===== src/rtl/ps2_key_event_ctrl_if.sv =====
// Bus between the PS/2 key-event sequencer and its environment: receiver strobes in,
// CPU-side event FIFO handshake and status out.
interface ps2_key_event_ctrl_if #(
   parameter int FIFO_DEPTH = 8
);
   localparam int CW = $clog2(FIFO_DEPTH) + 1;

   logic [7:0]    rx_byte;
   logic          rx_valid;
   logic          rx_err;
   logic [9:0]    evt_data;
   logic          evt_valid;
   logic          evt_ready;
   logic [CW-1:0] fifo_count;
   logic          overflow;
   logic          seq_err;
   logic          clr_flags;

   modport master (
      output rx_byte, rx_valid, rx_err, evt_ready, clr_flags,
      input  evt_data, evt_valid, fifo_count, overflow, seq_err
   );

   modport slave (
      input  rx_byte, rx_valid, rx_err, evt_ready, clr_flags,
      output evt_data, evt_valid, fifo_count, overflow, seq_err
   );
endinterface


===== src/rtl/ps2_key_event_ctrl.sv =====
// PS/2 scan-code sequencer: folds E0/F0 prefixes into {ext, brk, code} events and
// queues them in a first-word-fall-through FIFO drained by the CPU.
module ps2_key_event_ctrl #(
   parameter int FIFO_DEPTH  = 8,
   parameter int TIMEOUT_CYC = 100000
) (
   input  logic                  clk,
   input  logic                  rst_n,
   ps2_key_event_ctrl_if.slave   bus
);
   localparam int AW = $clog2(FIFO_DEPTH);
   localparam int CW = AW + 1;
   localparam int TW = $clog2(TIMEOUT_CYC);

   typedef enum logic [1:0] {
      S_IDLE    = 2'd0,
      S_EXT     = 2'd1,
      S_BRK     = 2'd2,
      S_EXT_BRK = 2'd3
   } state_t;

   state_t          r_state;
   state_t          w_state_nxt;
   logic [TW-1:0]   r_tmo;
   logic [9:0]      r_mem [FIFO_DEPTH];
   logic [AW-1:0]   r_wptr;
   logic [AW-1:0]   r_rptr;
   logic [CW-1:0]   r_count;
   logic            r_overflow;
   logic            r_seq_err;

   logic            w_byte;
   logic            w_bad;
   logic            w_prefix;
   logic            w_timeout;
   logic            w_push;
   logic            w_seq_set;
   logic [9:0]      w_evt;
   logic            w_full;
   logic            w_pop;
   logic            w_wr;
   logic            w_ovf_set;

   function automatic logic is_bad_code(input logic [7:0] b);
      return (b == 8'h00) || (b == 8'hFF);
   endfunction

   // Prefix decoder: next state, event push and sequence-error detection
   always_comb begin
      w_byte      = bus.rx_valid && !bus.rx_err;
      w_bad       = is_bad_code(bus.rx_byte);
      w_prefix    = (bus.rx_byte == 8'hE0) || (bus.rx_byte == 8'hF0);
      w_timeout   = (r_state != S_IDLE) && (r_tmo == TW'(TIMEOUT_CYC - 1));
      w_state_nxt = r_state;
      w_push      = 1'b0;
      w_seq_set   = 1'b0;
      w_evt       = {2'b00, bus.rx_byte};
      if (bus.rx_err) begin
         w_state_nxt = S_IDLE;
         w_seq_set   = (r_state != S_IDLE);
      end else if (w_byte) begin
         case (r_state)
            S_IDLE: begin
               if (bus.rx_byte == 8'hE0) begin
                  w_state_nxt = S_EXT;
               end else if (bus.rx_byte == 8'hF0) begin
                  w_state_nxt = S_BRK;
               end else if (w_bad) begin
                  w_seq_set = 1'b1;
               end else begin
                  w_push = 1'b1;
               end
            end
            S_EXT: begin
               if (bus.rx_byte == 8'hF0) begin
                  w_state_nxt = S_EXT_BRK;
               end else if (bus.rx_byte == 8'hE0) begin
                  w_state_nxt = S_EXT;
               end else begin
                  w_state_nxt = S_IDLE;
                  w_seq_set   = w_bad;
                  w_push      = !w_bad;
                  w_evt       = {2'b10, bus.rx_byte};
               end
            end
            S_BRK, S_EXT_BRK: begin
               w_state_nxt = S_IDLE;
               w_seq_set   = w_bad || w_prefix;
               w_push      = !(w_bad || w_prefix);
               w_evt       = {(r_state == S_EXT_BRK), 1'b1, bus.rx_byte};
            end
            default: begin
               w_state_nxt = S_IDLE;
            end
         endcase
      end else if (w_timeout) begin
         w_state_nxt = S_IDLE;
         w_seq_set   = 1'b1;
      end else begin
         w_state_nxt = r_state;
      end
   end

   // FIFO write/read qualification; a pop frees the slot a full-FIFO push needs
   always_comb begin
      w_full    = (r_count == CW'(FIFO_DEPTH));
      w_pop     = (r_count != {CW{1'b0}}) && bus.evt_ready;
      w_wr      = w_push && (!w_full || w_pop);
      w_ovf_set = w_push && w_full && !w_pop;
   end

   // Sequencer state and inter-byte timeout counter
   always_ff @(posedge clk or negedge rst_n) begin
      if (!rst_n) begin
         r_state <= S_IDLE;
         r_tmo   <= {TW{1'b0}};
      end else begin
         r_state <= w_state_nxt;
         if ((w_state_nxt == S_IDLE) || w_byte) begin
            r_tmo <= {TW{1'b0}};
         end else begin
            r_tmo <= r_tmo + TW'(1);
         end
      end
   end

   // Event FIFO storage, pointers and occupancy
   always_ff @(posedge clk or negedge rst_n) begin
      if (!rst_n) begin
         for (int i = 0; i < FIFO_DEPTH; i++) begin
            r_mem[i] <= 10'd0;
         end
         r_wptr  <= {AW{1'b0}};
         r_rptr  <= {AW{1'b0}};
         r_count <= {CW{1'b0}};
      end else begin
         if (w_wr) begin
            r_mem[r_wptr] <= w_evt;
            r_wptr        <= r_wptr + AW'(1);
         end
         if (w_pop) begin
            r_rptr <= r_rptr + AW'(1);
         end
         r_count <= r_count + CW'(w_wr) - CW'(w_pop);
      end
   end

   // Sticky flags; a new set event beats a simultaneous clear
   always_ff @(posedge clk or negedge rst_n) begin
      if (!rst_n) begin
         r_overflow <= 1'b0;
         r_seq_err  <= 1'b0;
      end else begin
         r_overflow <= w_ovf_set || (r_overflow && !bus.clr_flags);
         r_seq_err  <= w_seq_set || (r_seq_err && !bus.clr_flags);
      end
   end

   assign bus.evt_valid  = (r_count != {CW{1'b0}});
   assign bus.evt_data   = bus.evt_valid ? r_mem[r_rptr] : 10'd0;
   assign bus.fifo_count = r_count;
   assign bus.overflow   = r_overflow;
   assign bus.seq_err    = r_seq_err;
endmodule

===== src/flat_wrapper.sv =====
// flat-port wrapper written by rule: the top's interface ports become plain ports
module ps2_key_event_ctrl_flat 
#(
   parameter int FIFO_DEPTH  = 8,
   parameter int TIMEOUT_CYC = 100000
)
  (clk, rst_n, bus_rx_byte, bus_rx_valid, bus_rx_err, bus_evt_ready, bus_clr_flags, bus_evt_data, bus_evt_valid, bus_fifo_count, bus_overflow, bus_seq_err);
  ps2_key_event_ctrl_if #(.FIFO_DEPTH(FIFO_DEPTH)) bus_i ();
  input  logic clk;
  input  logic rst_n;
  input wire logic [$bits(bus_i.rx_byte)-1:0] bus_rx_byte;
  input wire logic [$bits(bus_i.rx_valid)-1:0] bus_rx_valid;
  input wire logic [$bits(bus_i.rx_err)-1:0] bus_rx_err;
  input wire logic [$bits(bus_i.evt_ready)-1:0] bus_evt_ready;
  input wire logic [$bits(bus_i.clr_flags)-1:0] bus_clr_flags;
  output wire logic [$bits(bus_i.evt_data)-1:0] bus_evt_data;
  output wire logic [$bits(bus_i.evt_valid)-1:0] bus_evt_valid;
  output wire logic [$bits(bus_i.fifo_count)-1:0] bus_fifo_count;
  output wire logic [$bits(bus_i.overflow)-1:0] bus_overflow;
  output wire logic [$bits(bus_i.seq_err)-1:0] bus_seq_err;
  assign bus_i.rx_byte = bus_rx_byte;
  assign bus_i.rx_valid = bus_rx_valid;
  assign bus_i.rx_err = bus_rx_err;
  assign bus_i.evt_ready = bus_evt_ready;
  assign bus_i.clr_flags = bus_clr_flags;
  assign bus_evt_data = bus_i.evt_data;
  assign bus_evt_valid = bus_i.evt_valid;
  assign bus_fifo_count = bus_i.fifo_count;
  assign bus_overflow = bus_i.overflow;
  assign bus_seq_err = bus_i.seq_err;
  ps2_key_event_ctrl #(.FIFO_DEPTH(FIFO_DEPTH), .TIMEOUT_CYC(TIMEOUT_CYC)) u_core (.clk(clk), .rst_n(rst_n), .bus(bus_i));
endmodule

===== config.mk =====
export PLATFORM = sky130hd
export DESIGN_NAME = ps2_key_event_ctrl_flat
export DESIGN_NICKNAME = d
export VERILOG_FILES = /design/src/rtl/ps2_key_event_ctrl_if.sv /design/src/rtl/ps2_key_event_ctrl.sv /design/src/flat_wrapper.sv
export SDC_FILE = /design/constraint.sdc
export NUM_CORES = 1
export LEC_CHECK = 0
export CAP_MARGIN = 20
export CELL_PAD_IN_SITES_DETAIL_PLACEMENT = 1
export CELL_PAD_IN_SITES_GLOBAL_PLACEMENT = 1
export CORE_ASPECT_RATIO = 0.5
export CORE_MARGIN = 2
export CORE_UTILIZATION = 54
export CTS_CLUSTER_DIAMETER = 120
export CTS_CLUSTER_SIZE = 10
export DETAILED_ROUTE_END_ITERATION = 10
export PLACE_DENSITY = 0.95
export SETUP_SLACK_MARGIN = 0.5
export SLEW_MARGIN = 30
export SYNTH_ARGS = -nofsm -noshare
export SYNTH_HDL_FRONTEND = slang
export SYNTH_SLANG_ARGS = --single-unit

===== constraint.sdc =====
create_clock -name clk -period 6.75 [get_ports clk]
set_input_delay 1.35 -clock clk [delete_from_list [all_inputs] [get_ports clk]]
set_output_delay 1.35 -clock clk [all_outputs]
set_load 0.01 [all_outputs]

==> results of run 1 <==
## cells in the mapped netlist (2+ instances only)
library cell  number
xnor2_1            9
nand4_1            4
buf_1              3
buf_2             11
buf_6              2
xor2_1            11
nand3_1           11
mux2_1            32
mux2_4            10
nand2_1            7
o21ai_0            2
nand2b_1           3
mux4_2            20
ha_1               9
mux2_2            40
nor4_4             2
and2_1             3
clkbuf_1           6
nor4b_1            2
or4_1              5
mux2i_1           11
nor2_1            32
a21oi_1            3
inv_1             15
dfrtp_1          111
or3_1              3
and3_1             6
nor2_2             4
nor3_1             2
## final cells by class
cell class | count | share of cell area, %
antenna | 1 | 0.0413
clock buffer | 10 | 3.77
clock inverter | 6 | 0.722
inverter | 15 | 0.928
multi-input combinational | 248 | 40.6
sequential | 111 | 45.8
tap | 135 | 2.78
timing repair buffer | 33 | 5.34
## cell families (layout without fill, tap and decap cells)
group / after synthesis / in the layout / synth area share (%)
AOI/OAI and AO/OA: 12 / 12 / 1.92
and+or+nand+nor: 93 / 93 / 9.79
other: 0 / 1 / 0
DFF: 111 / 111 / 51.4
xor gates and xnor gates: 20 / 20 / 3.24
muxes: 113 / 113 / 28.1
adders and majority gates: 10 / 10 / 2.45
buffers and inverters: 37 / 64 / 3.10
## metrics by stage
stage	hold slack (ns)	power, W
after floorplan	0.448	0.00166
after global placement	0.469	0.00194
after detailed placement	0.480	0.00204
after CTS	0.494	0.00261
after global routing	0.521	0.00272
final	0.490	0.00260
## worst max-delay path: cells and delay by family, from the launching register on
| kind | cells | cell delay (ns) |
|---|---|---|
| AND/OR/NAND/NOR | 1 | 0.08 |
| buffers and inverters | 2 | 0.95 |
| flip-flops | 1 | 0.83 |
| multiplexers | 2 | 0.71 |
## report_power, final
part	switching (W)	total (W)	leakage [nW]	internal (W)
Combinational	0.000406	0.000963	1.11	0.000557
Clock	0.000255	0.000508	0.133	0.000253
Sequential	0.000243	0.00113	1.42	0.000890
Total	0.000904	0.00260	2.66	0.00170
## path summary, 6_finish.rpt
check                                           endpoint  cells past startpoint                startpoint  slack, ns
worst max-delay path                     bus_evt_data[7]                      5          u_core.r_rptr[0]       2.46
worst min-delay path                     u_core.r_tmo[0]                      1           u_core.r_tmo[0]       0.49
worst max register to register  u_core.bus.fifo_count[2]                     11  u_core.bus.fifo_count[1]       3.79
worst min register to register           u_core.r_tmo[0]                      1           u_core.r_tmo[0]       0.49
max in group asynchronous               u_core.r_mem[73]                      2                     rst_n       4.79
min in group asynchronous                u_core.r_tmo[7]                      1                     rst_n       0.88
## sequential cells by signal, indices dropped and copies added, names as in the netlist
signal                 flops
u_core.r_wptr              3
u_core.bus.overflow        1
u_core.r_tmo              17
u_core.bus.fifo_count      4
u_core.r_rptr              3
u_core.r_mem              80
u_core.r_state             2
u_core.bus.seq_err         1
## per-layer routing
| layer | GRT usage (%) | vias up |
|---|---|---|
| met5 | 0 | - |
| met4 | 11.3 | 0 |
| met3 | 7.45 | 23 |
| met2 | 52.7 | 134 |
| met1 | 37.8 | 1891 |
| li1 | - | 1456 |
==> metrics.txt, run 1 <==
final hold violation count 0; worst stage delay on the critical path between 0.8 and 0.9 ns; final net count 442; first-pass GRT wire length ~24000 um; min Tclk post-route 4.29 ns; global route total overflow 0; DP HPWL 8700 um; hold crit path type flop to flop; run status finished, final reports clean; DP Cell Count 542; CP Launch Type flop; Worst-Skew Late Latency 0.36 ns; pin count of the biggest net entering global routing 89; gr usage total about 30%; met2 WL 7580 um; CTS Hold Buffers Added 0; Worst EP arrival between 2 and 3 ns; area of the mapped netlist 5410 sq um; Area Growth Syn to Fin 12.2%; initial antenna violation count 1; design area 6070 sq um; DRT antenna net count 0; Sink Count approximately 110; Final Core Density 63.2%; Post-Place Worst Slack between 2 and 3 ns; Reg area around 2800 sq um; max_cap viols 0; CTS HTree Levels 3; port buffer count 30; Placement Cell Area 5790 sq um; synth top area cells dfrtp_1 (51%), mux2_2 (8.3%), mux4_2 (8.3%); WL met1 roughly 6300 um; PostCTS Resize Cnt 0; DRT Pass-1 Iters 5; postcts setup bufs 0; Placement Rows 25; Leak roughly 2.7 nW; vias per std cell roughly 6.3; Routability Congestion about 0.77; setup_tns 0 ns; EDFF count, synth 0; total CTS buffers 9; CTS tree done; Seq/Total Area, Yosys between 50% and 60%; Final setup viols 0; WL/cell ~27 um; Fmax ~0.23 GHz; width of the chip between 100 and 150 um; top cell type's share of synthesized area between 50% and 60%; vias in the first global route slightly below 4k; most common cell after layout, fill and taps aside dfrtp_1; vias post-DR about 3.5k; Critical Path End Type output port; Finished Layout Cells roughly 560; worst vdd ir ~150 uV; area of the multi-input gates roughly 2500 sq um; Reg clk slew, reported paths 0.07 ns; cell count after synthesis between 300 and 400; Filler Cells Inserted approximately 930; Starting Density between 50 and 60%; Yosys reg bits roughly 110; Relative slew margins a little over two fifths; Async SR Flop Fraction 100%; skew final 0.0121 ns; Die Y ~75 um; CP cell instances buf_4 > mux4_2 > mux2i_1 > nor2_1 > clkdlybuf4s50_1; yosys warns 0; Top Layer Used met4; wire length on met3 902 um; share of cells above drive strength 1 23.9%; Synth cell types 46; Synth Area per Inst around 14 sq um; Post-synth top flop dfrtp_1; Syn Nets 420; Core Region 9600 sq um; Clock Tree Buf Depth 2; final worst slack roughly 2.5 ns; worst path required time between 5 and 6 ns; Worst Tran Pin Value around 0.88 ns; root buf cell clkbuf_16; final cycle utilization of the critical path around 64%; I/O pins 31; Synth area leader dfrtp_1; pwr dens approximately 430 nW/um^2; most frequent cells in the layout dfrtp_1 (110), mux2_2 (40), nor2_1 (32), mux2_1 (32), clkdlybuf4s50_1 (29); Setup Crit Path Kind flop to output port; die area roughly 11000 sq um; DRC viols 0; Slew Limit Fails 0; crit-path max FO 12; drt total wl roughly 15000 um; RSZ-0062 raised after global routing false; First DRT Iteration DRCs ~240; slowest CP cell dfrtp_1
(Power assumes the default switching activity.)
==> run 2, diff against run 1 <==
--- a/config.mk
+++ b/config.mk
@@ -10,11 +10,11 @@
 export CELL_PAD_IN_SITES_GLOBAL_PLACEMENT = 1
 export CORE_ASPECT_RATIO = 0.5
 export CORE_MARGIN = 2
-export CORE_UTILIZATION = 54
+export CORE_UTILIZATION = 45
 export CTS_CLUSTER_DIAMETER = 120
 export CTS_CLUSTER_SIZE = 10
 export DETAILED_ROUTE_END_ITERATION = 10
-export PLACE_DENSITY = 0.95
+export PLACE_DENSITY = 0.86
 export SETUP_SLACK_MARGIN = 0.5
 export SLEW_MARGIN = 30
 export SYNTH_ARGS = -nofsm -noshare
==> constraint.sdc (replaced) <==
create_clock -name clk -period 3.8 [get_ports clk]
set_input_delay 0.76 -clock clk [delete_from_list [all_inputs] [get_ports clk]]
set_output_delay 0.76 -clock clk [all_outputs]
set_load 0.01 [all_outputs]
==> run 2 against run 1 <==
Effect of this change:
- sequential power rose by 67%
- critical path type unchanged
- global-route usage fell by 8.6 points
- wire length fell by 13%
- total power rose by 74%
- first-iteration DRC count fell by 37%
- clock power rose by 83%
- non-clock buffer count rose by 10
- clock skew fell by 0.0020 ns
- critical path depth did not move
==> metrics.txt, run 2 (synthesis results as in run 1) <==
run status finished, final reports clean; CTS HTree Levels 3; final net count between 400 and 500; Seq pwr share 41.7%; Die Y 81.5 um; CP Launch Type flop; max FFs per register 80; Area Growth Syn to Fin 14.9%; I/O pins 31; pwr dens roughly 730 nW/um^2; first-pass GRT wire length approximately 21000 um; vias in the first global route 3644; WL met1 roughly 6000 um; Top Layer Used met4; design area 6210 sq um; crit-path max FO 22; Final setup viols 0; Fmax around 0.32 GHz; clock network power share 20.5%; worst vdd ir between 300 and 400 uV; global route total overflow 0; die area 13000 sq um; antenna cells 0; setup_tns 0 ns; DRC viols 0; hold crit path type primary input to asynchronous set/reset pin; Placement Cell Area ~6000 sq um; final hold violation count 0; Leak ~2.7 nW; P_sw between 0.001 and 0.0015 W; most common cell after layout, fill and taps aside dfrtp_1; pin count of the biggest net entering global routing 72; vias per std cell 5.61; logic gate share of total power a little under two fifths; Setup Crit Path Kind flop to output port; most flop-heavy register u_core.r_mem; DP Cell Count 582; min Tclk post-route 3.11 ns; Core Region 11800 sq um; total CTS buffers 9; DP HPWL about 8100 um; Final Core Density approximately 53%; drt total wl between 10000 and 15000 um; Starting Density 45.9%; final cycle utilization of the critical path around four fifths; Routability Congestion ~0.73; width of the chip 159 um; Clock Tree Buf Depth 2; vias post-DR between 3k and 4k; initial antenna violation count 0; Worst-Skew Late Latency approximately 0.35 ns; CTS tree done; Slew Limit Fails 0; gr usage total a little over a fifth; WL/cell 21.8 um; Reg clk slew, reported paths roughly 0.080 ns; share of cells above drive strength 1 between 20% and 30%; worst path required time between 3 and 4 ns; Int Pwr just over 0.003 W; FF-to-FF Start u_core.bus.fifo_count[1]; port buffer count 30; CTS Hold Buffers Added 0; RSZ-0062 raised after global routing false; Worst EP arrival between 2 and 2.5 ns; DRT antenna net count 0; root buf cell clkbuf_16; most frequent cells in the layout dfrtp_1 (111), mux2_2 (40), nor2_1 (32), mux2_1 (32), clkdlybuf4s50_1 (29); met2 WL 6370 um; Finished Layout Cells 598; Worst Tran Pin Value about 0.84 ns; Worst Setup SP u_core.r_rptr[0]; Sink Count 111; Placement Rows 28; Relative slew margins between 40% and 50%; wire length on met3 slightly below 400 um; First DRT Iteration DRCs 147; register-to-register setup slack 1.00 ns; DRT Pass-1 Iters 4; max_cap viols 0; Critical Path End Type output port; switching share of total power approximately 32%; skew final 0.0102 ns
## run 2: repair_timing
| action | in CTS | in global routing |
|---|---|---|
| setup endpoints to repair | 0 | 2 |
| buffers inserted | 0 | 0 |
| resized for setup | 0 | 1 |
| endpoints found under the hold margin | 0 | 0 |
## run 2: stage by stage
stage / power [W] / hold slack, ns / worst slack (ns)
after global placement: 0.00348 / 0.464 / 0.443
after CTS: 0.00457 / 0.490 / 0.573
after floorplan: 0.00295 / 0.448 / 1.15
final: 0.00454 / 0.406 / 0.690
after detailed placement: 0.00359 / 0.472 / 0.416
after global routing: 0.00479 / 0.451 / 0.585
## run 2: worst paths after layout
check / end / cells after the start
setup / recovery: bus_evt_data[9] / 5
max in group asynchronous: u_core.r_mem[50] / 2
min in group clk: u_core.r_tmo[0] / 1
hold reg to reg: u_core.r_tmo[0] / 1
hold / removal: u_core.r_tmo[0] / 1
setup reg to reg: u_core.bus.fifo_count[2] / 11
## run 2: routing by layer
layer / GRT usage [%] / up-vias
li1: - / 1480
met1: 28.5 / 1796
met2: 37.2 / 65
met3: 4.09 / 16
met4: 6.00 / 0
met5: 0 / -
## run 2: critical path, stage by stage, from the launching register on
cell,delay (ns)
dfrtp_1,0.36
buf_6,0.31
mux4_2,0.56
mux2i_1,0.18
nor2_1,0.06
clkdlybuf4s50_1,0.52
## run 2: power by group through the flow
stage / Clock [W] / Combinational, W / Sequential, W
floorplan: 0 / 0.00117 / 0.00177
global placement: 0 / 0.00163 / 0.00185
detailed placement: 0 / 0.00171 / 0.00188
CTS: 0.000942 / 0.00174 / 0.00189
global route: 0.000989 / 0.00186 / 0.00194
finish: 0.000932 / 0.00171 / 0.00189
## run 2: area by class of cell
type | instances | area (sq um)
Timing Repair Buffer | 43 | 415
Sequential cell | 111 | 2780
Tap cell | 165 | 206
Fill cell | 1196 | 5560
Inverter | 15 | 56.3
Clock inverter | 5 | 41.3
Clock buffer | 11 | 253
Multi-Input combinational cell | 248 | 2460
